**config.mk**
```make
export PLATFORM = sky130hd
export DESIGN_NAME = uart_tx_flat
export DESIGN_NICKNAME = d
export VERILOG_FILES = /design/src/rtl/uart_pkg.sv /design/src/rtl/uart_tx_if.sv /design/src/rtl/uart_tx.sv /design/src/flat_wrapper.sv
export SDC_FILE = /design/constraint.sdc
export NUM_CORES = 1
export LEC_CHECK = 0
export BUFFER_PORTS_ARGS = -buffer_cell sky130_fd_sc_hd__buf_2
export CORE_ASPECT_RATIO = 0.6
export CORE_MARGIN = 2
export CORE_UTILIZATION = 35
export CTS_CLUSTER_DIAMETER = 30
export DETAILED_ROUTE_END_ITERATION = 10
export PLACE_DENSITY = 0.54
export RECOVER_POWER = 25
export SYNTH_ARGS = -nofsm -noshare
export SYNTH_HDL_FRONTEND = slang
export SYNTH_SLANG_ARGS = --single-unit
```
**constraint.sdc**
```tcl
create_clock -name clk -period 2 [get_ports clk]
set_input_delay 0.2 -clock clk [delete_from_list [all_inputs] [get_ports clk]]
set_output_delay 0.2 -clock clk [all_outputs]
set_load 0.02 [all_outputs]
```
**src/rtl/uart_pkg.sv**
```systemverilog
// Shared UART definitions: FSM state encoding and oversampling constants,
// common to the transmitter and the receiver.
package uart_pkg;

    typedef logic [1:0] uart_state_t;

    localparam uart_state_t ST_IDLE  = 2'd0;
    localparam uart_state_t ST_START = 2'd1;
    localparam uart_state_t ST_DATA  = 2'd2;
    localparam uart_state_t ST_STOP  = 2'd3;

    // s_tick pulses per bit period (16x oversampling)
    localparam int OVERSAMPLE = 16;
    localparam int DIN_W      = 8;

endpackage

```
**src/rtl/uart_tx_if.sv**
```systemverilog
// Transmit-side handshake and line signals between a frame source and uart_tx.
interface uart_tx_if;
    import uart_pkg::*;

    logic             s_tick;
    logic             tx_start;
    logic [DIN_W-1:0] din;
    logic             tx_busy;
    logic             tx_done_tick;
    logic             tx;

    modport master (
        output s_tick, tx_start, din,
        input  tx_busy, tx_done_tick, tx
    );

    modport slave (
        input  s_tick, tx_start, din,
        output tx_busy, tx_done_tick, tx
    );

endinterface

```
**src/rtl/uart_tx.sv**
```systemverilog
// UART transmitter: start bit, DBIT data bits LSB first, no parity, stop period
// of SB_TICK oversample ticks; paced by an external 16x s_tick enable.
module uart_tx
    import uart_pkg::*;
#(
    parameter int DBIT    = 8,
    parameter int SB_TICK = 16
) (
    input  logic     clk,
    input  logic     reset,
    uart_tx_if.slave bus
);

    localparam int              NW        = (DBIT > 1) ? $clog2(DBIT) : 1;
    localparam logic [NW-1:0]   N_LAST    = NW'(DBIT - 1);
    localparam logic [4:0]      S_LAST    = 5'(OVERSAMPLE - 1);
    localparam logic [4:0]      STOP_LAST = 5'(SB_TICK - 1);

    uart_state_t      state_reg, state_next;
    logic [4:0]       s_reg, s_next;
    logic [NW-1:0]    n_reg, n_next;
    logic [DIN_W-1:0] b_reg, b_next;
    logic             tx_reg, tx_next;
    logic             done;

    always_ff @(posedge clk) begin
        if (reset) begin
            state_reg <= ST_IDLE;
            s_reg     <= '0;
            n_reg     <= '0;
            b_reg     <= '0;
            tx_reg    <= 1'b1;
        end else begin
            state_reg <= state_next;
            s_reg     <= s_next;
            n_reg     <= n_next;
            b_reg     <= b_next;
            tx_reg    <= tx_next;
        end
    end

    // tx_next follows the current state, so the line lags state entry by one cycle
    always_comb begin
        state_next = state_reg;
        s_next     = s_reg;
        n_next     = n_reg;
        b_next     = b_reg;
        tx_next    = 1'b1;
        done       = 1'b0;
        case (state_reg)
            ST_IDLE: begin
                tx_next = 1'b1;
                if (bus.tx_start) begin
                    state_next = ST_START;
                    s_next     = '0;
                    b_next     = bus.din;
                end
            end
            ST_START: begin
                tx_next = 1'b0;
                if (bus.s_tick) begin
                    if (s_reg == S_LAST) begin
                        state_next = ST_DATA;
                        s_next     = '0;
                        n_next     = '0;
                    end else begin
                        s_next = s_reg + 5'd1;
                    end
                end
            end
            ST_DATA: begin
                tx_next = b_reg[0];
                if (bus.s_tick) begin
                    if (s_reg == S_LAST) begin
                        s_next = '0;
                        b_next = b_reg >> 1;
                        if (n_reg == N_LAST) begin
                            state_next = ST_STOP;
                        end else begin
                            n_next = n_reg + NW'(1);
                        end
                    end else begin
                        s_next = s_reg + 5'd1;
                    end
                end
            end
            ST_STOP: begin
                tx_next = 1'b1;
                if (bus.s_tick) begin
                    if (s_reg == STOP_LAST) begin
                        state_next = ST_IDLE;
                        done       = 1'b1;
                    end else begin
                        s_next = s_reg + 5'd1;
                    end
                end
            end
            default: begin
                state_next = ST_IDLE;
            end
        endcase
    end

    assign bus.tx           = tx_reg;
    assign bus.tx_busy      = (state_reg != ST_IDLE);
    assign bus.tx_done_tick = done;

endmodule

```
**src/flat_wrapper.sv**
```systemverilog
// flat-port wrapper written by rule: the top's interface ports become plain ports
module uart_tx_flat import uart_pkg::*;
#(
    parameter int DBIT    = 8,
    parameter int SB_TICK = 16
)
  (clk, reset, bus_s_tick, bus_tx_start, bus_din, bus_tx_busy, bus_tx_done_tick, bus_tx);
  uart_tx_if bus_i ();
  input  logic clk;
  input  logic reset;
  input wire logic [$bits(bus_i.s_tick)-1:0] bus_s_tick;
  input wire logic [$bits(bus_i.tx_start)-1:0] bus_tx_start;
  input wire logic [$bits(bus_i.din)-1:0] bus_din;
  output wire logic [$bits(bus_i.tx_busy)-1:0] bus_tx_busy;
  output wire logic [$bits(bus_i.tx_done_tick)-1:0] bus_tx_done_tick;
  output wire logic [$bits(bus_i.tx)-1:0] bus_tx;
  assign bus_i.s_tick = bus_s_tick;
  assign bus_i.tx_start = bus_tx_start;
  assign bus_i.din = bus_din;
  assign bus_tx_busy = bus_i.tx_busy;
  assign bus_tx_done_tick = bus_i.tx_done_tick;
  assign bus_tx = bus_i.tx;
  uart_tx #(.DBIT(DBIT), .SB_TICK(SB_TICK)) u_core (.clk(clk), .reset(reset), .bus(bus_i));
endmodule
```
==> summary.md, run 1 <==
| Metric | Value |
|---|---|
| Post-DP HPWL | 1840 µm |
| Rel. slew slack | 0.699 |
| Final setup vio count | 0 |
| Layout net count | 161 |
| Hold buffers post-CTS | 0 |
| Post-synthesis instance total | 123 |
| Minimum clock period | 1.80 ns |
| Core ar. | 0.00293 mm² |
| Ys Warns | 0 |
| Synthesized cell area | 0.00110 mm² |
| CTS resizes | 0 |
| Total negative setup slack | 0 ns |
| Status | finished, final reports clean |
| Synth top area cells | dfxtp_1, ha_1, mux2i_1, a21oi_1, a211oi_1 |
| Worst setup SP type | register |
| Hold crit path type | input port to register |
| ANT cells | 0 |
| Overall routed net length | 2470 µm |
| Max cap viols | 0 |
| Syn_nets | 143 |
| DP Cell Count | 178 |
| Design Power | 1.67 mW |
| Highest cell delay on the worst timing path | 0.43 ns |
| DRT Pass-1 Iters | 4 |
| Synth cell types | 37 |
| Critical path class | register to register |
| Layout fillers | 296 |
| Top_reg_cell synth | dfxtp_1 |
| Vias in the first global route | 872 |
| Max reg flops | 8 |
| Site row count | 15 |
| Area growth syn-to-layout | 15.3% |
| Period utilization | 0.900 |
| Largest net degree at the start of global routing | 18 |
| Clk pin slew, worst setup/hold paths | 0.07 ns |
| Post-route ant nets | 0 |
| Clock Path Buffers | 2 |
| Ys async rst share | 0 |
| I/O pin cnt | 15 |
| First-pass GRT wire length | 4210 µm |
| Hold_ws | 0.236 ns |
| Finished Layout Cells | 182 |
| EDFF count, synth | 0 |
| H-tree levels | 1 |
| Clk_lat worst skew | 0.26 ns |
| Count leader, synth | dfxtp_1 |
| Slew Limit Fails | 0 |
| Post-Route Skew | 0.00792 ns |
| Num Clock Sinks | 19 |
| Synth cell count leaders | dfxtp_1, a21oi_1, ha_1, mux2i_1, nand2_1 |
| Antenna violations before repair | 0 |
| VDD IR-drop max | 0.434 mV |
| Die X | 76.4 µm |
| DIE HEIGHT | 47.4 µm |
| DRC viols | 0 |
| Die footprint | 0.00363 mm² |
| Worst Path Required | 2.17 ns |
| Post-synthesis sequential area ratio | 0.345 |
| WP buf/inv | 2 |
| Routed len/inst | 13.6 µm |
| DR vias/cell | 5.29 |
| DR vias | 963 |
| Critical path's slowest cell | ha_1 |
| Synthesized flop and latch total | 19 |
| RSZ-0062 raised after global routing | false |
| CP delay by family, top | adder cells |
| Avg Cell Area, Syn | 8.95 µm² |
| Total GRT Usage | 0.153 |
| Buffers on Ports | 14 |
| Worst slew pin tran | 0.448 ns |
| CP cell instances | inv_1 > ha_1 > buf_4 > o21ai_2 > and2_1 > a211oi_1 |
| Ratio of cells with drive above 1 in the final layout | 0.186 |
| CP max FO | 11 |
| Starting density of the core | 0.376 |
| Final Hold Vio Count | 0 |
| Max frequency | 556 MHz |
| Leading area contributor after synthesis | dfxtp_1 |
| GR Overflow Total | 0 |
| Drt first-iter violations | 39 |
| P_leak | 0.482 nW |
| Inserted Clock Buffers | 3 |
| Reg-to-reg setup timing slack | 0.20 ns |
| Post-CTS Setup Inserts | 0 |
| CTS root buffer | clkbuf_8 |
| Crit. End Element | register |
| Pwr Density | 1320 mW/mm² |
| Worst endpoint data arrival time | 1.97 ns |
| Yosys top cell area share | 0.345 |
| Placer Congestion | 0.867 |
| TritonCTS clock tree | built |
## metal layers
layer  global-route usage  routed length [µm]  share of wire
met3               0.0453                 108          0.044
met2                0.219                1010           0.41
met1                0.220                1350           0.55
met5                    0                   0              0
met4               0.0545                   6         0.0024
## worst min-delay path: stages
cell	delay (ns)
buf_2	0.10
nand4b_1	0.08
o21ai_1	0.07
## cells in the final DEF, fill, tap and decap left out, drive strengths merged, types with 2 or more instances in the layout
cell type | Yosys | routed
a211oi | 7 | 7
nand2b | 4 | 4
nor2b | 3 | 3
inv | 6 | 6
nor2 | 7 | 7
nand3 | 5 | 5
ha | 8 | 8
dfxtp | 19 | 19
nand2 | 8 | 8
clkbuf | 2 | 5
o21ai | 7 | 7
nor3 | 4 | 4
o22ai | 2 | 2
a21oi | 12 | 12
mux2i | 8 | 8
o311ai | 2 | 2
buf | 4 | 17
and2 | 2 | 2
## report_power, final
part / total [mW] / internal (mW) / switching, mW
logic: 0.875 / 0.351 / 0.524
registers: 0.527 / 0.473 / 0.0540
clock network: 0.273 / 0.139 / 0.134
## path summary, 6_finish.rpt
path | start | end | depth (start not counted)
setup / recovery | u_core.state_reg[0] | u_core.b_reg[6] | 6
hold / removal | bus_din[7] | u_core.b_reg[7] | 3
setup reg to reg | u_core.state_reg[0] | u_core.b_reg[6] | 6
hold reg to reg | u_core.b_reg[7] | u_core.b_reg[7] | 2
## metrics by stage
| stage | util | instance area, µm² | worst slack, ns |
|---|---|---|---|
| 6_report | 0.434 | 1270 | 0.200 |
| 3_5_place_dp | 0.417 | 1220 | 0.178 |
| 4_1_cts | 0.433 | 1270 | 0.137 |
| 2_1_floorplan | - | 1100 | 0.432 |
| 3_3_place_gp | 0.417 | 1220 | 0.186 |
| 5_1_grt | 0.434 | 1270 | 0.0355 |
## logic make-up (layout without fill, tap and decap cells)
kind of cell             Yosys count  in the layout  synth area share
AO/OA/AOI/OAI                     38             38             0.241
adder cells (fa/ha/maj)            8              8            0.0909
buffers and inverters             12             29            0.0568
flip-flops                        19             19             0.345
multiplexers                       8              8            0.0727
AND/OR/NAND/NOR                   38             38             0.193
## layout make-up
cell class	instances	area [µm²]	area share
clock buffers	3	41.3	0.0325
multi-input cells	92	663	0.522
well taps	42	52.6	0.0414
clock inverters	1	5.00	0.00394
repair buffers	19	105	0.0828
inverters	6	22.5	0.0177
flip-flops and latches	19	380	0.300
No activity file was read; power rests on OpenSTA's default activity.
==> inputs of run 2 (changes only) <==
BUFFER_PORTS_ARGS = unset   (was -buffer_cell sky130_fd_sc_hd__buf_2)
CORE_MARGIN = unset   (was 2)
DONT_BUFFER_PORTS = 1   (was unset)
PLACE_DENSITY = 0.5   (was 0.54)
==> run 2 against run 1 <==
  * Cell count down 6.6%
  * Clock skew down 0.0039 ns
  * Non-clock buffer count down 12
  * Critical endpoint is now u_core.b_reg[2]
  * Largest power group unchanged
==> summary.md, run 2 (synthesis results as in run 1) <==
| Metric | Value |
|---|---|
| Status | finished, final reports clean |
| Die X | 74.4 µm |
| Switching power | 713 µW |
| Die footprint | 0.00338 mm² |
| Clock Path Buffers | 2 |
| Layout fillers | 294 |
| Crit. End Element | register |
| DR vias/cell | 5.26 |
| Min setup slack post-route | 0.188 ns |
| Final Hold Vio Count | 0 |
| Worst endpoint data arrival time | 1.93 ns |
| DIE HEIGHT | 45.4 µm |
| H-tree levels | 1 |
| Max reg flops | 8 |
| Vias in the first global route | 840 |
| DRT Pass-1 Iters | 4 |
| Placer Congestion | 0.821 |
| Area growth syn-to-layout | 10.8% |
| Pint | 954 µW |
| GR Overflow Total | 0 |
| Max frequency | 552 MHz |
| Inserted Clock Buffers | 3 |
| Antenna violations before repair | 0 |
| TritonCTS clock tree | built |
| I/O pin cnt | 15 |
| Period utilization | 0.906 |
| DR vias | 895 |
| Post-CTS Setup Inserts | 0 |
| P_leak | 0.437 nW |
| Site row count | 15 |
| Routed len/inst | 14.5 µm |
| CP cell instances | inv_1 > ha_1 > nand2b_1 > o21a_1 > and2_1 > a211oi_1 |
| Layout net count | 149 |
| Total GRT Usage | 0.167 |
| Sequential power share | 0.327 |
| Slew Limit Fails | 0 |
| Overall routed net length | 2460 µm |
| Highest cell delay on the worst timing path | 0.40 ns |
| Place WS | 0.152 ns |
| Max cap viols | 0 |
| First-pass GRT wire length | 4040 µm |
| Final setup vio count | 0 |
| Post-route ant nets | 0 |
| DRC viols | 0 |
| Drt first-iter violations | 64 |
| Commonest non-fill, non-tap cell in the layout | dfxtp_1 |
| Worst slew pin tran | 0.553 ns |
| Post-Route Skew | 0.00401 ns |
| RSZ-0062 raised after global routing | false |
| Post-DP HPWL | 1810 µm |
| Largest net degree at the start of global routing | 13 |
| Num Clock Sinks | 19 |
| CTS root buffer | clkbuf_8 |
| Clock Power Share | 0.159 |
| Total negative setup slack | 0 ns |
| Rel. slew slack | 0.626 |
| Buffers on Ports | 0 |
| Critical path's slowest cell | dfxtp_1 |
| Clk_lat worst skew | 0.25 ns |
| Pwr Density | 1370 mW/mm² |
| Combinational share of power | 0.514 |
| Clk pin slew, worst setup/hold paths | 0.07 ns |
| ANT cells | 0 |
| Most frequent cells in the layout | dfxtp_1, a21oi_1, nand2_1, mux2i_1, ha_1 |
| Worst setup SP type | register |
| CP max FO | 8 |
| Critical path class | register to register |
| Starting density of the core | 0.376 |
| Worst Path Required | 2.12 ns |
| Minimum clock period | 1.81 ns |
| VDD IR-drop max | 0.643 mV |
| Hold crit path type | input port to register |
| Ratio of cells with drive above 1 in the final layout | 0.0938 |
| Core ar. | 0.00293 mm² |
| Sw Share | 0.428 |
==> run 2: cell count changes in the layout (fill, tap and decap cells not counted), sizes merged <==
cell / change
buf: -12
clkbuf: -1
clkinv: -1
dlygate4sd3: +2
==> run 2: repair_timing <==
item	CTS	global route
resized for setup	0	1
setup endpoints to repair	0	2
hold buffers	1	1
hold endpoints to repair	7	2
==> run 2: cell type report <==
type	instances	area, µm²	share of cell area
clock buffers	4	45.0	0.0369
inverters	6	22.5	0.0185
multi-input cells	92	662	0.543
flip-flops and latches	19	380	0.312
well taps	42	52.6	0.0431
repair buffers	7	57.6	0.0472
==> run 2: power groups by stage <==
stage | registers (mW) | logic (mW) | clock network, mW
floorplan | 0.531 | 0.705 | 0
global placement | 0.544 | 0.824 | 0
detailed placement | 0.551 | 0.831 | 0
CTS | 0.543 | 0.844 | 0.279
global route | 0.555 | 0.953 | 0.295
finish | 0.544 | 0.857 | 0.266
==> run 2: worst paths after layout <==
kind	depth (start not counted)	end	from	slack [ns]
worst min register to register	2	u_core.b_reg[7]	u_core.b_reg[7]	0.46
worst min-delay path	1	u_core.b_reg[1]	reset	0.01
worst max register to register	6	u_core.b_reg[2]	u_core.state_reg[1]	0.19
worst max-delay path	6	u_core.b_reg[2]	u_core.state_reg[1]	0.19
==> run 2: worst max-delay path, delay by kind of cell (launching register included) <==
| family | cells | cell delay (ns) |
|---|---|---|
| adder cells (fa/ha/maj) | 1 | 0.29 |
| AND/OR/NAND/NOR | 2 | 0.58 |
| AO/OA/AOI/OAI | 2 | 0.32 |
| flip-flops | 1 | 0.40 |
| buffers and inverters | 1 | 0.08 |
==> run 2: layer usage <==
| layer | share of wire | GRT usage | vias to the layer above |
|---|---|---|---|
| met5 | 0 | 0 | - |
| met4 | 0.0057 | 0.0528 | 0 |
| met3 | 0.056 | 0.0597 | 2 |
| met2 | 0.40 | 0.214 | 11 |
| met1 | 0.54 | 0.253 | 418 |
| li1 | - | - | 464 |
==> run 2: through the flow <==
stage | total power [mW] | instance area (µm²) | std cells | hold WS, ns | utilization
floorplan | 1.24 | 1100 | 123 | 0.357 | -
detailed placement | 1.38 | 1150 | 164 | 0.273 | 0.393
global placement | 1.37 | 1150 | 164 | 0.271 | 0.393
CTS | 1.67 | 1210 | 169 | 0.00580 | 0.412
global route | 1.80 | 1220 | 170 | 0.00383 | 0.417
finish | 1.67 | 1220 | 170 | 0.0128 | 0.417
==> inputs of run 3 (changes only) <==
CELL_PAD_IN_SITES_DETAIL_PLACEMENT = 1   (was unset)
CELL_PAD_IN_SITES_GLOBAL_PLACEMENT = 1   (was unset)
PLACE_DENSITY = 0.62   (was 0.5)
==> run 3 against run 2 <==
  * Via count increased by 8.4%
  * Clock power increased by 3%
  * Total power increased by 2.3%
  * Clock skew decreased by 0.0019 ns
  * Non-clock buffer count increased by 1
  * Setup slack improved by 0.0012 ns
  * Global-route usage increased by 2.9 points
  * Sequential share of layout area decreased by 0.29 points
  * Count of clock-buffer cells in the layout decreased by 1
  * Largest cell class unchanged
==> summary.md, run 3 (synthesis results as in run 1) <==
| Metric | Value |
|---|---|
| Layout fillers | 345 |
| Clk_lat worst skew | 0.26 ns |
| Largest net degree at the start of global routing | 13 |
| Overall routed net length | 2990 µm |
| Drt first-iter violations | 59 |
| Clk pin slew, worst setup/hold paths | 0.07 ns |
| H-tree levels | 1 |
| Length in cells of the worst reg-to-reg path | 6 |
| Hold_ws | 0.104 ns |
| Post-DP HPWL | 2050 µm |
| Worst Hold End | u_core.b_reg[7] |
| CP max FO | 7 |
| Vias in the first global route | 930 |
| DRC viols | 0 |
| Critical path class | register to register |
| Post-route ant nets | 0 |
| Worst slew pin tran | 0.532 ns |
| Met2 usage | 0.276 |
| Die footprint | 0.00338 mm² |
| Crit. End Element | register |
| Hold crit path type | input port to register |
| DIE HEIGHT | 45.4 µm |
| Reg2reg end | u_core.state_reg[1] |
| DR vias/cell | 5.67 |
| Placer Congestion | 0.809 |
| CTS root buffer | clkbuf_8 |
| Num Clock Sinks | 19 |
| Max reg flops | 8 |
| Final setup vio count | 0 |
| P_leak | 0.443 nW |
| Inserted Clock Buffers | 3 |
| Site row count | 15 |
| First-pass GRT wire length | 4690 µm |
| Routed len/inst | 17.5 µm |
| Status | finished, final reports clean |
| I/O pin cnt | 15 |
| TritonCTS clock tree | built |
| Worst Min Path Start | bus_din[7] |
| Buffers on Ports | 0 |
| Final Hold Vio Count | 0 |
| Rel. slew slack | 0.640 |
| Slew Limit Fails | 0 |
| Layout net count | 150 |
| Period utilization | 0.905 |
| GR Overflow Total | 0 |
| VDD IR-drop max | 0.631 mV |
| Post-DP Area | 0.00115 mm² |
| Hold Path Stages | 2 |
| Antenna violations before repair | 0 |
| Max frequency | 552 MHz |
| Die X | 74.4 µm |
| Total GRT Usage | 0.196 |
| DRT Pass-1 Iters | 4 |
| Total negative setup slack | 0 ns |
| Reg2reg start | u_core.state_reg[0] |
| Minimum clock period | 1.81 ns |
| Worst Path Required | 2.10 ns |
| ANT cells | 0 |
| Grt met3 use | 0.0597 |
| Core ar. | 0.00293 mm² |
| Design Power | 1.70 mW |
| RSZ-0062 raised after global routing | false |
| Post-CTS Setup Inserts | 0 |
| Met1 usage | 0.284 |
| Commonest non-fill, non-tap cell in the layout | dfxtp_1 |
| Max cap viols | 0 |
| GRT Max-Usage Layer | met1 |
| Most frequent cells in the layout | dfxtp_1, a21oi_1, nand2_1, mux2i_1, ha_1 |
| Reg-to-reg setup timing slack | 0.19 ns |
| Post-Layout Inst Area | 0.00123 mm² |
| Worst setup SP type | register |
| Ratio of cells with drive above 1 in the final layout | 0.109 |
| Starting density of the core | 0.376 |
| Post-Route Skew | 0.00209 ns |
| Area growth syn-to-layout | 11.8% |
| Pwr Density | 1380 mW/mm² |
| DR vias | 970 |
| Worst endpoint data arrival time | 1.91 ns |
| Clock Path Buffers | 2 |
run 3: cell type report:
type	count	area, µm²	share of cell area
clock buffer	3	41.3	0.0335
clock inverter	1	5.00	0.00407
inverter	6	22.5	0.0183
multi-input combinational	92	664	0.540
sequential	19	380	0.309
tap	42	52.6	0.0427
timing repair buffer	8	65.1	0.0528
run 3: what timing repair did:
| action | in CTS | in global routing |
|---|---|---|
| setup endpoints to repair | 0 | 1 |
| resized for setup | 0 | 1 |
| hold buffers | 2 | 1 |
| hold endpoints to repair | 12 | 3 |
run 3: worst max path at each step:
| stage | start | to | slack, ns | depth (start not counted) |
|---|---|---|---|---|
| final | u_core.state_reg[0] | u_core.state_reg[1] | 0.19 | 6 |
| after global routing | u_core.state_reg[0] | u_core.s_reg[2] | 0.07 | 6 |
| after CTS | u_core.state_reg[0] | u_core.s_reg[0] | 0.15 | 6 |
| after detailed placement | u_core.state_reg[0] | u_core.s_reg[0] | 0.20 | 6 |
| after global placement | u_core.state_reg[1] | u_core.s_reg[0] | 0.21 | 6 |
| after floorplan | u_core.state_reg[0] | u_core.b_reg[0] | 0.43 | 8 |
run 3: where the power goes:
part           total, mW  internal (mW)  switching (mW)  leakage (nW)
clock network      0.275          0.139           0.136        0.0255
logic              0.886          0.337           0.549         0.262
registers          0.543          0.474          0.0696         0.156
run 3: metrics by stage:
| step | std cells | utilization | worst slack (ns) |
|---|---|---|---|
| after floorplan | 123 | - | 0.432 |
| after global placement | 164 | 0.393 | 0.210 |
| after detailed placement | 164 | 0.393 | 0.202 |
| after CTS | 170 | 0.416 | 0.149 |
| after global routing | 171 | 0.421 | 0.0701 |
| final | 171 | 0.421 | 0.189 |
run 3: worst max-delay path: stages, from the launching register on:
cell,delay (ns)
dfxtp_1,0.34
inv_1,0.12
ha_1,0.38
nand2b_2,0.20
and3_1,0.24
a2bb2oi_1,0.18
o311ai_0,0.19
run 3: per-layer routing:
layer	wire length, µm	part of all wire	vias to the layer above
met5	0	0	-
met3	181	0.061	6
met1	1510	0.51	476
li1	-	-	460
met4	47	0.016	0
met2	1250	0.42	28
